`src/rtl/alu_issue.sv`:
```
// alu_issue -- two-entry issue buffer between decode and the ALU.
//
// The OUT entry drives the o_* fields and the SKID entry catches one
// instruction while the ALU stalls. o_ready is a pure register decode, so
// there is no combinational path from i_ready to o_ready. Instruction order
// is preserved. i_flush discards both entries and any same-cycle accept.
//
// Optional feature: define ALU_ISSUE_FWD_EN to enable writeback forwarding.
// In that build, operands are replaced by i_fwd_data when i_fwd_rd matches
// a non-zero source index. This applies at accept and to held entries in
// any cycle. Without the macro, the i_fwd_* inputs are ignored.
//
// Ports:
//   i_clk, i_rst                 clock, asynchronous active-low reset
//   i_valid / o_ready            upstream handshake (decode side)
//   i_op, i_Ra, i_Rb             incoming opcode and operands
//   i_rs1, i_rs2, i_rd           source / destination register indices
//   i_flush                      discard all held instructions
//   o_valid / i_ready            downstream handshake (ALU side)
//   o_op, o_Ra, o_Rb, o_rd       registered instruction fields
//   i_fwd_en, i_fwd_rd,
//   i_fwd_data                   writeback forwarding source
module alu_issue #(
  parameter int unsigned XLEN = 32
) (
  input  logic            i_clk,
  input  logic            i_rst,
  input  logic            i_valid,
  output logic            o_ready,
  input  logic [3:0]      i_op,
  input  logic [XLEN-1:0] i_Ra,
  input  logic [XLEN-1:0] i_Rb,
  input  logic [4:0]      i_rs1,
  input  logic [4:0]      i_rs2,
  input  logic [4:0]      i_rd,
  input  logic            i_flush,
  output logic            o_valid,
  input  logic            i_ready,
  output logic [3:0]      o_op,
  output logic [XLEN-1:0] o_Ra,
  output logic [XLEN-1:0] o_Rb,
  output logic [4:0]      o_rd,
  input  logic            i_fwd_en,
  input  logic [4:0]      i_fwd_rd,
  input  logic [XLEN-1:0] i_fwd_data
);

  // EMPTY: no entry valid; HALF: OUT valid only; FULL: OUT and SKID valid.
  typedef enum logic [1:0] {EMPTY, HALF, FULL} occ_t;

  occ_t state, state_next;

  logic accept, consume;
  logic load_out, load_skid, move;

  logic [3:0]      out_op,  skid_op;
  logic [XLEN-1:0] out_ra,  out_rb;
  logic [XLEN-1:0] skid_ra, skid_rb;
  logic [4:0]      out_rd,  skid_rd;

  // Operand values after any forwarding for this cycle.
  logic [XLEN-1:0] in_ra, in_rb;
  logic [XLEN-1:0] hold_out_ra, hold_out_rb;
  logic [XLEN-1:0] hold_skid_ra, hold_skid_rb;

  // State register
  always_ff @(posedge i_clk or negedge i_rst) begin
    if (!i_rst) state <= EMPTY;
    else        state <= state_next;
  end

  // Next-state logic
  always_comb begin
    state_next = state;
    if (i_flush) begin
      state_next = EMPTY;
    end else begin
      unique case (state)
        EMPTY: if (accept) state_next = HALF;
        HALF: begin
          if (accept && !consume)      state_next = FULL;
          else if (!accept && consume) state_next = EMPTY;
        end
        FULL:    if (consume) state_next = HALF;
        default: state_next = EMPTY;
      endcase
    end
  end

  // Output decode (registered state only)
  always_comb begin
    o_valid = (state != EMPTY);
    o_ready = (state != FULL);
  end

  assign accept  = i_valid && o_ready;
  assign consume = o_valid && i_ready;

  // Incoming data goes to OUT when OUT is free or is being drained this cycle.
  // Otherwise it goes to SKID. A consume while FULL promotes SKID; accept is
  // impossible in that cycle because o_ready is low.
  assign load_out  = !i_flush && accept && (state == EMPTY || consume);
  assign load_skid = !i_flush && accept && (state == HALF) && !consume;
  assign move      = !i_flush && consume && (state == FULL);

`ifdef ALU_ISSUE_FWD_EN
  logic [4:0] out_rs1, out_rs2, skid_rs1, skid_rs2;

  function automatic logic fwd_hit(input logic en, input logic [4:0] frd,
                                   input logic [4:0] rs);
    return en && (rs != '0) && (rs == frd);
  endfunction

  always_comb begin
    in_ra        = fwd_hit(i_fwd_en, i_fwd_rd, i_rs1) ? i_fwd_data : i_Ra;
    in_rb        = fwd_hit(i_fwd_en, i_fwd_rd, i_rs2) ? i_fwd_data : i_Rb;
    hold_out_ra  = (o_valid && fwd_hit(i_fwd_en, i_fwd_rd, out_rs1))
                   ? i_fwd_data : out_ra;
    hold_out_rb  = (o_valid && fwd_hit(i_fwd_en, i_fwd_rd, out_rs2))
                   ? i_fwd_data : out_rb;
    hold_skid_ra = ((state == FULL) && fwd_hit(i_fwd_en, i_fwd_rd, skid_rs1))
                   ? i_fwd_data : skid_ra;
    hold_skid_rb = ((state == FULL) && fwd_hit(i_fwd_en, i_fwd_rd, skid_rs2))
                   ? i_fwd_data : skid_rb;
  end

  always_ff @(posedge i_clk or negedge i_rst) begin
    if (!i_rst) begin
      out_rs1  <= '0;
      out_rs2  <= '0;
      skid_rs1 <= '0;
      skid_rs2 <= '0;
    end else begin
      if (load_out) begin
        out_rs1 <= i_rs1;
        out_rs2 <= i_rs2;
      end else if (move) begin
        out_rs1 <= skid_rs1;
        out_rs2 <= skid_rs2;
      end
      if (load_skid) begin
        skid_rs1 <= i_rs1;
        skid_rs2 <= i_rs2;
      end
    end
  end
`else
  always_comb begin
    in_ra        = i_Ra;
    in_rb        = i_Rb;
    hold_out_ra  = out_ra;
    hold_out_rb  = out_rb;
    hold_skid_ra = skid_ra;
    hold_skid_rb = skid_rb;
  end

  logic unused_fwd;
  assign unused_fwd = ^{i_fwd_en, i_fwd_rd, i_fwd_data, i_rs1, i_rs2};
`endif

  // Entry datapath. The hold paths carry forwarded operands, and the SKID to
  // OUT move uses the forwarded SKID operands so a same-cycle writeback is
  // not lost.
  always_ff @(posedge i_clk or negedge i_rst) begin
    if (!i_rst) begin
      out_op  <= '0;
      out_ra  <= '0;
      out_rb  <= '0;
      out_rd  <= '0;
      skid_op <= '0;
      skid_ra <= '0;
      skid_rb <= '0;
      skid_rd <= '0;
    end else begin
      if (load_out) begin
        out_op <= i_op;
        out_ra <= in_ra;
        out_rb <= in_rb;
        out_rd <= i_rd;
      end else if (move) begin
        out_op <= skid_op;
        out_ra <= hold_skid_ra;
        out_rb <= hold_skid_rb;
        out_rd <= skid_rd;
      end else begin
        out_ra <= hold_out_ra;
        out_rb <= hold_out_rb;
      end
      if (load_skid) begin
        skid_op <= i_op;
        skid_ra <= in_ra;
        skid_rb <= in_rb;
        skid_rd <= i_rd;
      end else begin
        skid_ra <= hold_skid_ra;
        skid_rb <= hold_skid_rb;
      end
    end
  end

  assign o_op = out_op;
  assign o_Ra = out_ra;
  assign o_Rb = out_rb;
  assign o_rd = out_rd;

endmodule

```
`config.mk`:
```
export PLATFORM = sky130hd
export DESIGN_NAME = alu_issue
export DESIGN_NICKNAME = d
export VERILOG_FILES = /design/src/rtl/alu_issue.sv
export SDC_FILE = /design/constraint.sdc
export NUM_CORES = 1
export LEC_CHECK = 0
export ABC_AREA = 1
export CAP_MARGIN = 20
export CORE_AREA = 10 10 128 130
export DETAILED_ROUTE_END_ITERATION = 7
export DIE_AREA = 0 0 138 140
export PLACE_DENSITY = 0.89
export SKIP_LAST_GASP = 1
export SLEW_MARGIN = 10
export SYNTH_ARGS = -nofsm -noshare
export SYNTH_HDL_FRONTEND = slang
export SYNTH_SLANG_ARGS = --single-unit
```
`constraint.sdc`:
```
create_clock -name i_clk -period 1.8 [get_ports i_clk]
set_clock_uncertainty 0.1 [all_clocks]
set_input_delay 0.36 -clock i_clk [delete_from_list [all_inputs] [get_ports i_clk]]
set_output_delay 0.36 -clock i_clk [all_outputs]
set_load 0.05 [all_outputs]
```
# Word level (Yosys, flattened, before mapping)

Index checks and enable logic that the tools add are counted.

$add $sub $neg: 0
Multipliers: 0
Divide/modulo/power cells: 0
Order comparisons: 0
Eq/ne operators: 6
Shift operators: 0
Mux-type cells: 14
Bitwise logic cells: 0
Reductions and logical operators: 18

Operator list:

| operator             | count |
|---|---|
| $mux W32             | 4 |
| $logic_and A1 B1 Y1  | 10 |
| $mux W2              | 5 |
| $mux W5              | 2 |
| $mux W4              | 2 |
| $ne A3 B3 Y1 const B | 2 |
| $pmux W2 S3          | 1 |
| $ne A4 B4 Y1 const B | 1 |
| $reduce_bool A2 Y1   | 2 |
| $logic_not A1 Y1     | 3 |
| $reduce_and A3 Y1    | 1 |
| $eq A2 B1 Y1 const B | 1 |
| $eq A2 B2 Y1 const B | 1 |
| $logic_not A2 Y1     | 1 |
| $ne A2 B2 Y1 const B | 1 |
| $logic_or A1 B1 Y1   | 1 |

Register bits after elaboration: 148
Bits in latches: 0
RAM bits: 0
Bits in read-only memories: 0
Output and inout port bits: 75
Memories kept: 0

# Longest topological paths before layout

Depth after elaboration: 8
Depth in mapped cells: 8
Mapped depth without buffers: 7

# Worst setup path before layout

No wires, ideal clock.

Kind: reg2reg
Start: register state[0]
End: register state[0]
Arrival: 1.270 ns
Required time: 1.583 ns
Path slack: 0.312 ns
Stages on the path, launching flop included: 7
Path buffers: 0
Period minus slack after synthesis: 1.488 ns
Cells stage by stage: dfrtp_1 inv_2 nand2_1 a21oi_1 nand3_1 nand3_1 nand2_1

RTL lines:

| element                                                 | line   | RTL |
|---|---|---|
| start, declared                                         | 51     | `occ_t state, state_next;` |
| start signal, assigned                                  | 69     | `else state <= state_next;` |
| $ne A2 B2 Y1 (*)                                        | 93     | `o_ready = (state != FULL);` |
| net o_ready                                             | 29     | `output logic o_ready,` |
| $logic_and A1 B1 Y1 (*)                                 | 96     | `assign accept = i_valid && o_ready;` |
| $logic_and A1 B1 Y1 or $logic_not A1 Y1 (tied branches) | 81, 82 |  |
| $mux W2 or $logic_and A1 B1 Y1 (tied branches)          | 81, 82 |  |
| $pmux W2 S3 or $ne A4 B4 Y1 (tied branches)             | n/a    |  |
| $mux W2 or $reduce_and A3 Y1 (tied branches)            | n/a    |  |

The timed path passes the listed nets; every way through them passes the cells marked *.
A chain may end at the register's enable or synchronous reset.

# Final worst setup path

Start: register state[0]
End: output o_valid

Cells in the longest elaborated chain, start to end: 1

RTL lines:

| element            | line | RTL |
|---|---|---|
| $reduce_bool A2 Y1 | 92   | `o_valid = (state != EMPTY);` |
| end, declared      | 37   | `output logic o_valid,` |

No other way between the ends.

==> reports/metrics.yaml <==
critical_path:
  cp-end-kind: "output port"
  worstPathCellList: "inv_4, nand2_1, buf_12"
  r2r_slack_ns: 0.19
  cp_slowest_cell: "dfrtp_2"
  cp_max_fo: 6
  max_stage_delay_ns: 0.47
  crit_type: "register to output port"
  r2r-start: "state[0]$_DFFE_PN0P_"
  cp-start-kind: "register"
  cp_data_arrival_time_ns: 1.28
  cp.required_ns: 1.34
  crit_start: "state[0]$_DFFE_PN0P_"
  rr_worst_depth: 7
  rr_endpoint: "skid_rd[0]$_DFFE_PN0P_"
clock_tree:
  cts_buffer_depth: 2
  clockRootBuffer: "clkbuf_16"
  numCtsBuffers: 17
  path_clk_slew_ns: 0.06
  cts_tree: "done"
  htree_levels: 4
  postCtsSetupBuffers: 0
  clk_latency_ns: 0.42
  cts_sinks: 148
synth:
  synth_seq_cells: 148
  synth_compound_area_frac: 0.149
  synth_warnings: 0
  synth_xor_area_frac: 0
  synthMuxAreaShare: 0
  syn_nets: 793
  synthCells: 667
  synthesis.area_um2: 6300
  synth_area_per_cell_um2: 9.44
  yosysUniqueCellTypes: 18
  yosysSeqAreaShare: 0.588
  synth_simple_gate_area_share: 0.173
  synth_top_family_by_area: "simple AND/OR/NAND/NOR gates"
  synthAdderAreaFrac: 0
min_path:
  hold_path_class: "input port to asynchronous set/reset pin"
pwr:
  swShare: 0.350
  power_density_nw_per_um2: 1390
  pwr-share-comb: 0.307
  switching_power_uw: 4190
  peakVddDrop_uv: 723
  leakage_uw: 0.00385
  clkPwrFrac: 0.300
  p_int_uw: 7790
  seq_power_share: 0.393
  power.total_uw: 12000
final_layout:
  instances_no_fill: 1003
  area_delta_synth_final_pct: 36.9
  layout.nets: 936
  final_area_um2: 8620
  layout-drive-gt1-share: 0.174
  antenna_cells: 0
drt:
  post_drt_via_cell_ratio: 5.38
  initialDrtViolationCount: 373
  ant_nets: 0
  wl_per_cell_um: 16.7
  dr_total_vias: 5398
  route.detailed.drc: 0
  drtPass1Iterations: 5
  finalWirelength_mm: 16.8
global_routing:
  grt_use_total: 0.169
  grt_pass1_wl_mm: 27.3
  grt-ovfl-total: 0
  antenna_found_initial: 0
  grt_start_max_net_pins: 65
  first_global_vias: 5317
job:
  maxCapViolCount: 0
outcome:
  outcome: "completed"
sta:
  maxSlewViolCount: 0
  clock.fmax_mhz: 575
  fin_ws_ns: 0.0603
  rsz0062_at_grt: "false"
  period_needed_ns: 1.74
  hold_viol_final: 0
  relSlewSlack: 0.704
  hold_slack_ns: 0.285
  finalSetupViolations: 0
  max_slew.worst_pin.slew_ns: 0.444
  min_period_over_period: 0.967
floorplanning:
  pin_count: 201
  dieArea_um2: 19300
  rows: 43
  die_h_um: 140
  chipWidth_um: 138
  initial_core_util: 0.457
  core_um2: 13800
placement:
  dp_slack_ns: -0.224
  routabilityCongestion: 0.755
  dpl.hpwl_mm: 11.3
  dp.cells: 970
  place_area_um2: 8000
  io_buffers: 152
## registers in the layout (all words and copies together) (netlist names)
signal and cells:
hold_skid_ra 32, hold_skid_rb 32, o_Ra 32, o_Rb 32, o_op 4, o_rd 5
skid_op 4, skid_rd 5, state 2
## per-stage QoR
stage,setup TNS (ns),utilization
after floorplan,0,-
after global placement,-19.04,0.581
after detailed placement,-21.58,0.581
after CTS,0,0.626
after global routing,0,0.626
final,0,0.626
## Yosys cell counts
library cell  instances  area share
a21oi_2               1      0.0014
buf_1                 4      0.0024
inv_2                 1     0.00060
o21ai_1              69       0.055
nand2_1              80       0.048
a21oi_1               2      0.0016
inv_1                77       0.046
o21ai_0               5      0.0040
buf_4                10       0.012
nor2_4                1      0.0018
nand2_2               1     0.00099
dfrtp_1             148        0.59
clkbuf_1             19       0.011
nand4_1               3      0.0030
nor2_1                1     0.00060
nand3_1             150        0.12
buf_2                22       0.017
o211ai_1             73       0.087
## critical path, delay by kind of cell (launching register included)
| family | cells | cell delay [ns] |
|---|---|---|
| buffers and inverters | 2 | 0.28 |
| DFF | 1 | 0.47 |
| and+or+nand+nor | 1 | 0.12 |
## routing by layer
metal,global-route usage,up-vias,routed length (um)
met2,0.271,152,8200
li1,-,2585,-
met3,0.0561,26,1000
met1,0.212,2635,7250
met5,0,-,0
met4,0.0549,0,311
## area by class of cell
class	count	area, um^2
inverters	78	295
clock inverters	12	156
repair buffers	179	1730
multi-input cells	386	2060
clock buffers	20	447
flip-flops and latches	148	3710
fillers	1114	5150
well taps	180	225
## cell usage in the layout (no fill, tap or decap), drive strengths merged
cell type	netlist	final
nand3	150	150
dfrtp	148	148
buf	36	102
nand2	81	81
inv	78	78
clkdlybuf4s50	0	76
o21ai	74	74
o211ai	73	73
clkbuf	19	20
clkinvlp	0	7
nand4	3	3
bufinv	0	3
a21oi	3	3
nor2	2	2
clkinv	0	2
dlygate4sd3	0	1
## kinds of logic (layout without fill, tap and decap cells)
group,after synthesis,in the layout
buffers and inverters,133,289
AND/OR/NAND/NOR,236,236
flip-flops,148,148
AO/OA/AOI/OAI,150,150
## power by group through the flow
| stage | sequential [uW] | combinational (uW) | clock [uW] |
|---|---|---|---|
| after floorplan | 5870 | 1230 | 0 |
| after global placement | 4710 | 3600 | 0 |
| after detailed placement | 4750 | 3690 | 0 |
| after CTS | 4700 | 3720 | 3660 |
| after global routing | 4810 | 3970 | 3790 |
| final | 4700 | 3680 | 3590 |
## repair_timing
item | in CTS | in global routing
setup endpoints to repair | 2 | 2
endpoints found under the hold margin | 148 | 0
gates resized for setup | 2 | 3
pin swaps | 0 | 0
hold buffers | 1 | 0
## worst max-delay path by stage
stage	cells after the start	end	slack, ns
after floorplan	6	state[0]$_DFFE_PN0P_	0.31
after global placement	7	hold_skid_ra[31]$_DFFE_PN0P_	-0.18
after detailed placement	8	skid_rd[0]$_DFFE_PN0P_	-0.22
after CTS	3	o_ready	0.003
after global routing	3	o_valid	0.02
final	3	o_valid	0.06
Note: power is estimated with default switching activity, not from simulation.
